$ cat config.mk
export PLATFORM = sky130hd
export DESIGN_NAME = phase_scheduler
export DESIGN_NICKNAME = d
export VERILOG_FILES = /design/src/rtl/phase_sched_pkg.sv /design/src/rtl/sec_prescaler.sv /design/src/rtl/phase_scheduler.sv
export SDC_FILE = /design/constraint.sdc
export NUM_CORES = 1
export LEC_CHECK = 0
export BUFFER_PORTS_ARGS = -buffer_cell sky130_fd_sc_hd__buf_2
export CORE_MARGIN = 1
export CORE_UTILIZATION = 55
export CTS_BUF_LIST = sky130_fd_sc_hd__clkbuf_16
export DETAILED_ROUTE_END_ITERATION = 10
export PLACE_DENSITY = 0.71
export REMOVE_ABC_BUFFERS = 1
export SYNTH_ARGS = -nofsm -noshare
export SYNTH_HDL_FRONTEND = slang
export SYNTH_SLANG_ARGS = --single-unit
$ cat constraint.sdc
create_clock -name clk -period 4.25 [get_ports clk]
set_input_delay 0.6375 -clock clk [delete_from_list [all_inputs] [get_ports clk]]
set_output_delay 0.6375 -clock clk [all_outputs]
set_load 0.05 [all_outputs]
$ cat src/rtl/phase_sched_pkg.sv
// Shared types and constants for the traffic phase scheduler: FSM states,
// sequencer table codes and approach indices.
package phase_sched_pkg;

    typedef enum logic [2:0] {
        ST_IDLE  = 3'd0,
        ST_OFFER = 3'd1,
        ST_RUN   = 3'd2,
        ST_DRAIN = 3'd3,
        ST_CLEAR = 3'd4
    } schedStateT;

    localparam logic [1:0] TBL_NN   = 2'd0;
    localparam logic [1:0] TBL_NS   = 2'd1;
    localparam logic [1:0] TBL_TV   = 2'd2;
    localparam logic [1:0] TBL_REST = 2'd3;

    localparam int APP_NN         = 0;
    localparam int APP_NS         = 1;
    localparam int APP_TV         = 2;
    localparam int NUM_APPROACHES = 3;

    // Round-robin successor over the three approaches.
    function automatic logic [1:0] nextApproach(input logic [1:0] app);
        return (app >= 2'd2) ? 2'd0 : app + 2'd1;
    endfunction

endpackage

$ cat src/rtl/sec_prescaler.sv
// Free-running divider that emits a one-cycle secTick every TICKS_PER_SEC clocks.
module sec_prescaler #(
    parameter int TICKS_PER_SEC = 10000
) (
    input  logic clk,
    input  logic reset,
    output logic secTick
);

    localparam int CW = (TICKS_PER_SEC > 1) ? $clog2(TICKS_PER_SEC) : 1;
    localparam logic [CW-1:0] LAST_TICK = CW'(TICKS_PER_SEC - 1);

    logic [CW-1:0] tickCount;

    always_ff @(posedge clk or negedge reset) begin
        if (!reset) begin
            tickCount <= '0;
            secTick   <= 1'b0;
        end else begin
            if (tickCount == LAST_TICK) begin
                tickCount <= '0;
            end else begin
                tickCount <= tickCount + 1'b1;
            end
            secTick <= (tickCount == LAST_TICK);
        end
    end

endmodule

$ cat src/rtl/phase_scheduler.sv
// Demand-driven phase scheduler: latches walk requests, arbitrates round-robin
// with starvation override, and times min/max green plus all-red clearance.
module phase_scheduler
    import phase_sched_pkg::*;
#(
    parameter int TICKS_PER_SEC = 10000,
    parameter int MIN_GREEN_SEC = 10,
    parameter int MAX_GREEN_SEC = 30,
    parameter int CLEAR_SEC     = 2,
    parameter int MAX_WAIT_SEC  = 60
) (
    input  logic       clk,
    input  logic       reset,
    input  logic       trafficSensorNN,
    input  logic       trafficSensorNS,
    input  logic       trafficSensorTv,
    input  logic       walkRequestNN,
    input  logic       walkRequestNS,
    input  logic       walkRequestTv,
    input  logic       tableAck,
    input  logic       phaseDone,
    output logic [1:0] tableSel,
    output logic       tableValid,
    output logic       phaseEnd,
    output logic [2:0] walkPending,
    output logic [2:0] schedState
);

    logic        secTick;
    logic [2:0]  sensorRaw;
    logic [2:0]  walkReq;
    logic [2:0]  demand;
    logic [2:0]  starved;
    logic [2:0]  pendingVec;
    logic [2:0]  ackHit;
    logic [2:0]  grantHit;
    logic [2:0]  grantMask;
    logic [2:0]  candidates;
    logic [1:0]  winner;
    logic        endPhase;

    schedStateT  stateReg;
    logic [1:0]  tableSelReg;
    logic        tableValidReg;
    logic        phaseEndReg;
    logic [1:0]  lastGrant;
    logic [7:0]  elapsed;
    logic [7:0]  clrCount;

    sec_prescaler #(
        .TICKS_PER_SEC(TICKS_PER_SEC)
    ) uPrescaler (
        .clk    (clk),
        .reset  (reset),
        .secTick(secTick)
    );

    assign sensorRaw = {trafficSensorTv, trafficSensorNS, trafficSensorNN};
    assign walkReq   = {walkRequestTv, walkRequestNS, walkRequestNN};
    assign grantMask = 3'b001 << lastGrant;

    genvar gi;
    generate
        for (gi = 0; gi < NUM_APPROACHES; gi++) begin : gApproach
            logic       syncMeta;
            logic       syncOut;
            logic       pendReg;
            logic [7:0] waitReg;

            assign ackHit[gi]   = (stateReg == ST_OFFER) && tableAck && (tableSelReg == 2'(gi));
            assign grantHit[gi] = ((stateReg == ST_RUN) || (stateReg == ST_DRAIN)) && grantMask[gi];

            // Walk set beats the ack clear, so a press during the ack cycle is kept.
            always_ff @(posedge clk or negedge reset) begin
                if (!reset) begin
                    syncMeta <= 1'b0;
                    syncOut  <= 1'b0;
                    pendReg  <= 1'b0;
                    waitReg  <= 8'd0;
                end else begin
                    syncMeta <= sensorRaw[gi];
                    syncOut  <= syncMeta;
                    if (walkReq[gi]) begin
                        pendReg <= 1'b1;
                    end else if (ackHit[gi]) begin
                        pendReg <= 1'b0;
                    end
                    if (ackHit[gi]) begin
                        waitReg <= 8'd0;
                    end else if (secTick && demand[gi] && !grantHit[gi] && (waitReg != 8'hFF)) begin
                        waitReg <= waitReg + 8'd1;
                    end
                end
            end

            assign pendingVec[gi] = pendReg;
            assign demand[gi]     = syncOut | pendReg;
            assign starved[gi]    = (waitReg >= 8'(MAX_WAIT_SEC));
        end
    endgenerate

    // Starved approaches pre-empt fairness; the search starts one past lastGrant.
    always_comb begin
        logic [1:0] idx;
        logic       found;
        candidates = (|starved) ? starved : demand;
        winner     = lastGrant;
        idx        = lastGrant;
        found      = 1'b0;
        for (int k = 0; k < NUM_APPROACHES; k++) begin
            idx = nextApproach(idx);
            if (!found && candidates[idx]) begin
                winner = idx;
                found  = 1'b1;
            end
        end
    end

    always_comb begin
        endPhase = 1'b0;
        if (elapsed >= 8'(MAX_GREEN_SEC)) begin
            endPhase = 1'b1;
        end else if (elapsed >= 8'(MIN_GREEN_SEC)) begin
            endPhase = (|(demand & ~grantMask)) || !(|(demand & grantMask));
        end
    end

    always_ff @(posedge clk or negedge reset) begin
        if (!reset) begin
            stateReg      <= ST_IDLE;
            tableSelReg   <= TBL_REST;
            tableValidReg <= 1'b0;
            phaseEndReg   <= 1'b0;
            lastGrant     <= TBL_TV;
            elapsed       <= 8'd0;
            clrCount      <= 8'd0;
        end else begin
            phaseEndReg <= 1'b0;
            case (stateReg)
                ST_IDLE: begin
                    tableSelReg <= TBL_REST;
                    if (|demand) begin
                        tableSelReg   <= winner;
                        tableValidReg <= 1'b1;
                        stateReg      <= ST_OFFER;
                    end
                end
                ST_OFFER: begin
                    if (tableAck) begin
                        lastGrant     <= tableSelReg;
                        elapsed       <= 8'd0;
                        tableValidReg <= 1'b0;
                        stateReg      <= ST_RUN;
                    end
                end
                ST_RUN: begin
                    if (endPhase) begin
                        phaseEndReg <= 1'b1;
                        stateReg    <= ST_DRAIN;
                    end else if (secTick && (elapsed != 8'hFF)) begin
                        elapsed <= elapsed + 8'd1;
                    end
                end
                ST_DRAIN: begin
                    if (phaseDone) begin
                        clrCount    <= 8'd0;
                        tableSelReg <= TBL_REST;
                        stateReg    <= ST_CLEAR;
                    end
                end
                ST_CLEAR: begin
                    if (clrCount >= 8'(CLEAR_SEC)) begin
                        if (|demand) begin
                            tableSelReg   <= winner;
                            tableValidReg <= 1'b1;
                            stateReg      <= ST_OFFER;
                        end else begin
                            stateReg <= ST_IDLE;
                        end
                    end else if (secTick) begin
                        clrCount <= clrCount + 8'd1;
                    end
                end
                default: begin
                    stateReg      <= ST_IDLE;
                    tableSelReg   <= TBL_REST;
                    tableValidReg <= 1'b0;
                end
            endcase
        end
    end

    assign tableSel    = tableSelReg;
    assign tableValid  = tableValidReg;
    assign phaseEnd    = phaseEndReg;
    assign walkPending = pendingVec;
    assign schedState  = stateReg;

endmodule

-- After elaboration in Yosys (flattened, before gate mapping)
Index checks and enable logic that the tools add are counted.
- bits in registers: 73
- output and inout bits: 10
- word-level logic and storage cells: 177
- add/subtract/negate cells: 9
- magnitude comparators: 12
- equal/unequal tests: 21
- shifts and indexed selects: 1
- mux-type cells: 56
- bitwise logic cells: 8
- reductions and logical operators: 49
- operators by type and width (kind ; number):
    $mux 8 ; 12
    $add 8x1->8 const B ; 5
    $ne 8x8->1 const B ; 4
    $pmux 8 s2 ; 2
    $ge 8x6->1 const B ; 3
    $mux 2 ; 10
    $logic_and 1x1->1 ; 19
    $mux 1 ; 19
    $mux 3 ; 6
    $ne 2x2->1 const B ; 8
    $reduce_bool 2->1 ; 8
    $pmux 3 s5 ; 1
    $add 14x1->14 const B ; 1
    $eq 14x14->1 const B ; 1
    $mux 14 ; 1
    $reduce_and 4->1 ; 3
    $reduce_or 3->1 ; 4
    $lt 2x3->1 const B ; 3
    $ge 8x2->1 const B ; 1
    $ge 8x4->1 const B ; 1
    $ge 8x5->1 const B ; 1
    $pmux 2 s4 ; 1
    $add 2x1->2 const B ; 3
    $and 3x3->3 ; 2
    other kinds (21) ; 37

-- Logic depth before layout (Yosys ltp)
- word-level depth: 15
- depth in mapped cells: 8
- mapped depth without buffers: 7

-- By module
From an unflattened synthesis, not the netlist that was laid out.
- cells, all modules: 370
- area total of the unflattened synthesis: 3718.6 um2
- modules (own cells, without submodules) (module ; times used ; cells each ; area each (um2) ; seq. area each (um2)):
    phase_scheduler ; 1 ; 309 ; 3022.9 ; 1455.1
    sec_prescaler ; 1 ; 61 ; 695.7 ; 375.4

-- Worst setup path after synthesis
OpenSTA, ideal clock, no wires.
- kind: register -> register
- from: register stateReg[1], in the netlist schedState[1]
- to: register gApproach[1].waitReg[5]
- library setup time: 151 ps
- arrival time: 1998 ps
- required time: 4099 ps
- setup slack: 2101 ps
- cell stages (with the launch flop): 7
- clock period less this slack: 2149 ps
- cells stage by stage: dfrtp_1 clkbuf_1 nor4bb_1 a211oi_1 nand4_1 xor2_1 nor2_1
- word-level cells in the longest chain between the ends: 7
- elaborated cells between the ends (all ways): 12
- RTL lines (element ; RTL line ; RTL):
    from (decl) ; phase_scheduler.sv:42 ; schedStateT stateReg;
    from (signal assigned) ; phase_scheduler.sv:130 ; stateReg <= ST_IDLE;
    from (signal assigned) ; phase_scheduler.sv:145 ; stateReg <= ST_OFFER;
    from (signal assigned) ; phase_scheduler.sv:153 ; stateReg <= ST_RUN;
    $eq 3x2->1 ; phase_scheduler.sv:71 ; assign grantHit[gi] = ((stateReg == ST_RUN) || (stateReg == ST_DRAIN)) && grantMask[gi];
    $logic_or 1x1->1 ; phase_scheduler.sv:71 ;
    $logic_and 1x1->1 ; phase_scheduler.sv:71 ;
    $logic_not 1->1 ; phase_scheduler.sv:90 ; end else if (secTick && demand[gi] && !grantHit[gi] && (waitReg != 8'hFF)) begin
    $logic_and 1x1->1 (2 in series) ; phase_scheduler.sv:90 ;
    $reduce_bool 2->1 (no source line) ; - ;
    to (signal assigned) ; phase_scheduler.sv:91 ; waitReg <= waitReg + 8'd1;
    to (decl) ; phase_scheduler.sv:68 ; logic [7:0] waitReg;
Parallel ways exist; a longest one is shown, timed or not.
A chain may end at the register's enable or synchronous reset.

-- Final worst setup path
- from: register stateReg[1], in the netlist schedState[1]
- to: register gApproach[1].pendReg
- word-level cells in the longest chain between the ends: 4
- RTL lines (element ; RTL line ; RTL):
    $eq 3x1->1 ; phase_scheduler.sv:70 ; assign ackHit[gi] = (stateReg == ST_OFFER) && tableAck && (tableSelReg == 2'(gi));
    $logic_and 1x1->1 (2 in series) ; phase_scheduler.sv:70 ;
    $reduce_bool 2->1 (no source line) ; - ;
    to (signal assigned) ; phase_scheduler.sv:78 ; pendReg <= 1'b0;
    to (signal assigned) ; phase_scheduler.sv:84 ; pendReg <= 1'b1;
    to (signal assigned) ; phase_scheduler.sv:86 ; pendReg <= 1'b0;
    to (decl) ; phase_scheduler.sv:67 ; logic pendReg;
Every way passes these cells.

==> flow_summary.yaml <==
yosys:
  synth_edf_count: 0
  ys_ff_latch: 73
  postSynthAreaPerCell_sq_um: 9.88
  synth_area_sq_um: 3640
  synth.distinct_cells: 53
  syn_inst: 368
  yosysSeqAreaShare_pct: 50.3
  async_flop_share_pct: 100
  ys_warn_count: 0
  synth-main-ff-cell: "dfrtp_1"
worst_setup_path:
  startpoint_type: "register"
  endpoint_kind: "register"
  crit_arrival_ns: 2.72
  reg2reg_to: "gApproach[1].pendReg$_DFFE_PN0P_"
  crit_fanout: 14
  rr_worst_depth: 4
  reg2reg_from: "schedState[1]$_DFFE_PN0P_"
  max_stage_delay_ns: 1.04
  cp.required_ns: 4.42
  crit_family: "simple AND/OR/NAND/NOR gates"
  path_depth: 4
  path_cells: "nor2b_1 -> nand3_1 -> nor3b_1 -> o21bai_1"
  critPathSlowestCell: "nor3b_1"
  r2r_setup_slack_ns: 1.70
  worst-path-buf-inv: 0
  crit_type: "register to register"
power_and_ir_drop:
  powerDensity_nw_per_um2: 640
  leakage_uw: 0.00194
  peakVddDrop_v: 0.000488
sta:
  rsz0062_at_grt: "no"
  max_slew_margin_pct: 25.0
  fmax_mhz: 392
  fin_skew_ns: 0.00410
  setup_tns_ns: 0
  worst_pin_slew_ns: 1.12
  min_period_over_period_pct: 60.1
  slew_violations: 0
  setup_viol: 0
  fin_hold_ws_ns: 0.350
  post-route-min-period_ns: 2.55
  hold_viol: 0
clock_tree:
  cts.repair.resized: 0
  cts_root_buffer: "clkbuf_16"
  cts_setup_buffers: 0
  postCtsHoldBufs: 0
  cts_buffers: 9
  clock_latency_ns: 0.33
  cts_sinks: 73
  clkTransAtPathRegs_ns: 0.06
  clockBufferDepth: 2
  cts_tree: "done"
  ctsHtreeMaxLevel: 3
grt:
  overflow: 0
  grt_max_degree: 45
  grt_pass1_vias: 2833
  met2_usage_pct: 36.9
  use_met1_pct: 33.6
  grt_busiest_layer: "met2"
  antenna_found_initial: 0
  grtUsageTotal_pct: 24.2
  use_met3_pct: 6.46
  grt_pass1_wl_mm: 13.2
layout:
  final_area_sq_um: 4120
  layout_common_cells: "70 x dfrtp_1, 48 x nor2_1, 26 x nand2_1"
  final_common_cell: "dfrtp_1"
  multi_input_area_sq_um: 1700
  register_area_sq_um: 1830
  fin_nets: 411
  area_delta_synth_final_pct: 13.2
  drive_gt1_share_pct: 10.4
  diodes: 0
  fillers: 514
placed_design:
  dpl.hpwl_mm: 4.94
  gp_congestion: 0.816
  dpl_cell_area_sq_um: 3780
  port_buffers: 19
drt:
  finalWirelength_mm: 7.38
  routed_via_density: 5.85
  first_pass_iters: 5
  drc: 0
  drt-initial-drc-count: 184
  ant_nets: 0
  wire_per_inst_um: 15.7
  vias: 2756
floorplan:
  core_sq_um: 6350
  dieHeight_um: 83.3
  dieArea_sq_um: 6940
  num_io_pins: 20
  die_w_um: 83.3
  num_rows: 29
  initial_core_util_pct: 57.3
hold_path:
  worstHoldStart: "gApproach[1].syncMeta$_DFF_PN0_"
  whs_endpoint: "gApproach[1].syncOut$_DFF_PN0_"
  hold_class: "register to register"
  whs_path_depth: 0
run_status:
  status: "completed"
run:
  maxCapViolations: 0
==> cells in the mapped netlist (all sizes together), types with 4 or more instances <==
cell type / number / area share (%)
buf: 5 / 0.96
xnor2: 7 / 1.7
clkbuf: 4 / 0.41
a21oi: 9 / 1.2
and3: 11 / 1.9
nand2b: 9 / 1.5
dfrtp: 70 / 48
inv: 14 / 1.4
ha: 11 / 3.8
xor2: 24 / 5.8
nor2: 48 / 5.0
nand2: 26 / 2.7
nand3: 19 / 2.6
nor4: 5 / 0.86
and2: 9 / 1.5
nor3: 12 / 1.7
nand4: 18 / 3.1
o21ai: 12 / 1.7
mux2i: 4 / 1.1
==> where the power goes <==
group	internal [uW]	switching, uW
Sequential	871	240
Combinational	256	426
Clock	567	276
==> stage by stage <==
| step | setup WS [ns] | power, uW | utilization, % | std cells |
|---|---|---|---|---|
| floorplan | 1.89 | 1590 | - | 359 |
| global placement | 1.66 | 1760 | 59.6 | 456 |
| detailed placement | 1.51 | 1780 | 59.6 | 456 |
| CTS | 1.72 | 2640 | 64.8 | 471 |
| global route | 1.39 | 2800 | 64.8 | 471 |
| finish | 1.70 | 2640 | 64.8 | 471 |
==> sequential cells by signal, summed over array words and instances (netlist names) <==
| register | count |
|---|---|
| tableValid | 1 |
| tableSel | 2 |
| uPrescaler.tickCount | 14 |
| schedState | 3 |
| phaseEnd | 1 |
| gApproach.syncMeta | 3 |
| uPrescaler.secTick | 1 |
| gApproach.syncOut | 3 |
| gApproach.pendReg | 3 |
| gApproach.waitReg | 24 |
| clrCount | 8 |
| lastGrant | 2 |
| elapsed | 8 |
==> cell type report <==
| cell class | count | area share, % |
|---|---|---|
| Sequential cell | 73 | 44.5 |
| Tap cell | 77 | 2.34 |
| Clock inverter | 6 | 2.61 |
| Timing Repair Buffer | 20 | 2.49 |
| Inverter | 14 | 1.28 |
| Multi-Input combinational cell | 272 | 41.4 |
| Clock buffer | 9 | 5.47 |
==> metal layers <==
layer,up-vias,part of all wire (%)
met5,-,0
met4,0,0.88
met3,6,5.3
met2,60,46
met1,1342,47
li1,1348,-
==> how the worst max path moves through the flow <==
stage / startpoint / endpoint
after floorplan: gApproach[0].pendReg$_DFFE_PN0P_ / elapsed[3]$_DFFE_PN0P_
final: schedState[1]$_DFFE_PN0P_ / gApproach[1].pendReg$_DFFE_PN0P_
after detailed placement: tableAck / gApproach[1].waitReg[6]$_DFFE_PN0P_
after global routing: schedState[1]$_DFFE_PN0P_ / gApproach[1].pendReg$_DFFE_PN0P_
after CTS: schedState[1]$_DFFE_PN0P_ / gApproach[1].pendReg$_DFFE_PN0P_
after global placement: tableAck / gApproach[1].waitReg[1]$_DFFE_PN0P_
==> logic make-up after synthesis <==
group | count (synthesis) | synth area share [%]
XOR/XNOR | 31 | 7.47
AO/OA/AOI/OAI | 51 | 9.74
flip-flops | 73 | 50.3
AND/OR/NAND/NOR | 175 | 24.7
buffers and inverters | 23 | 2.82
multiplexers | 4 | 1.10
adder cells (fa/ha/maj) | 11 | 3.79
Power figures use the tool's default switching activity.
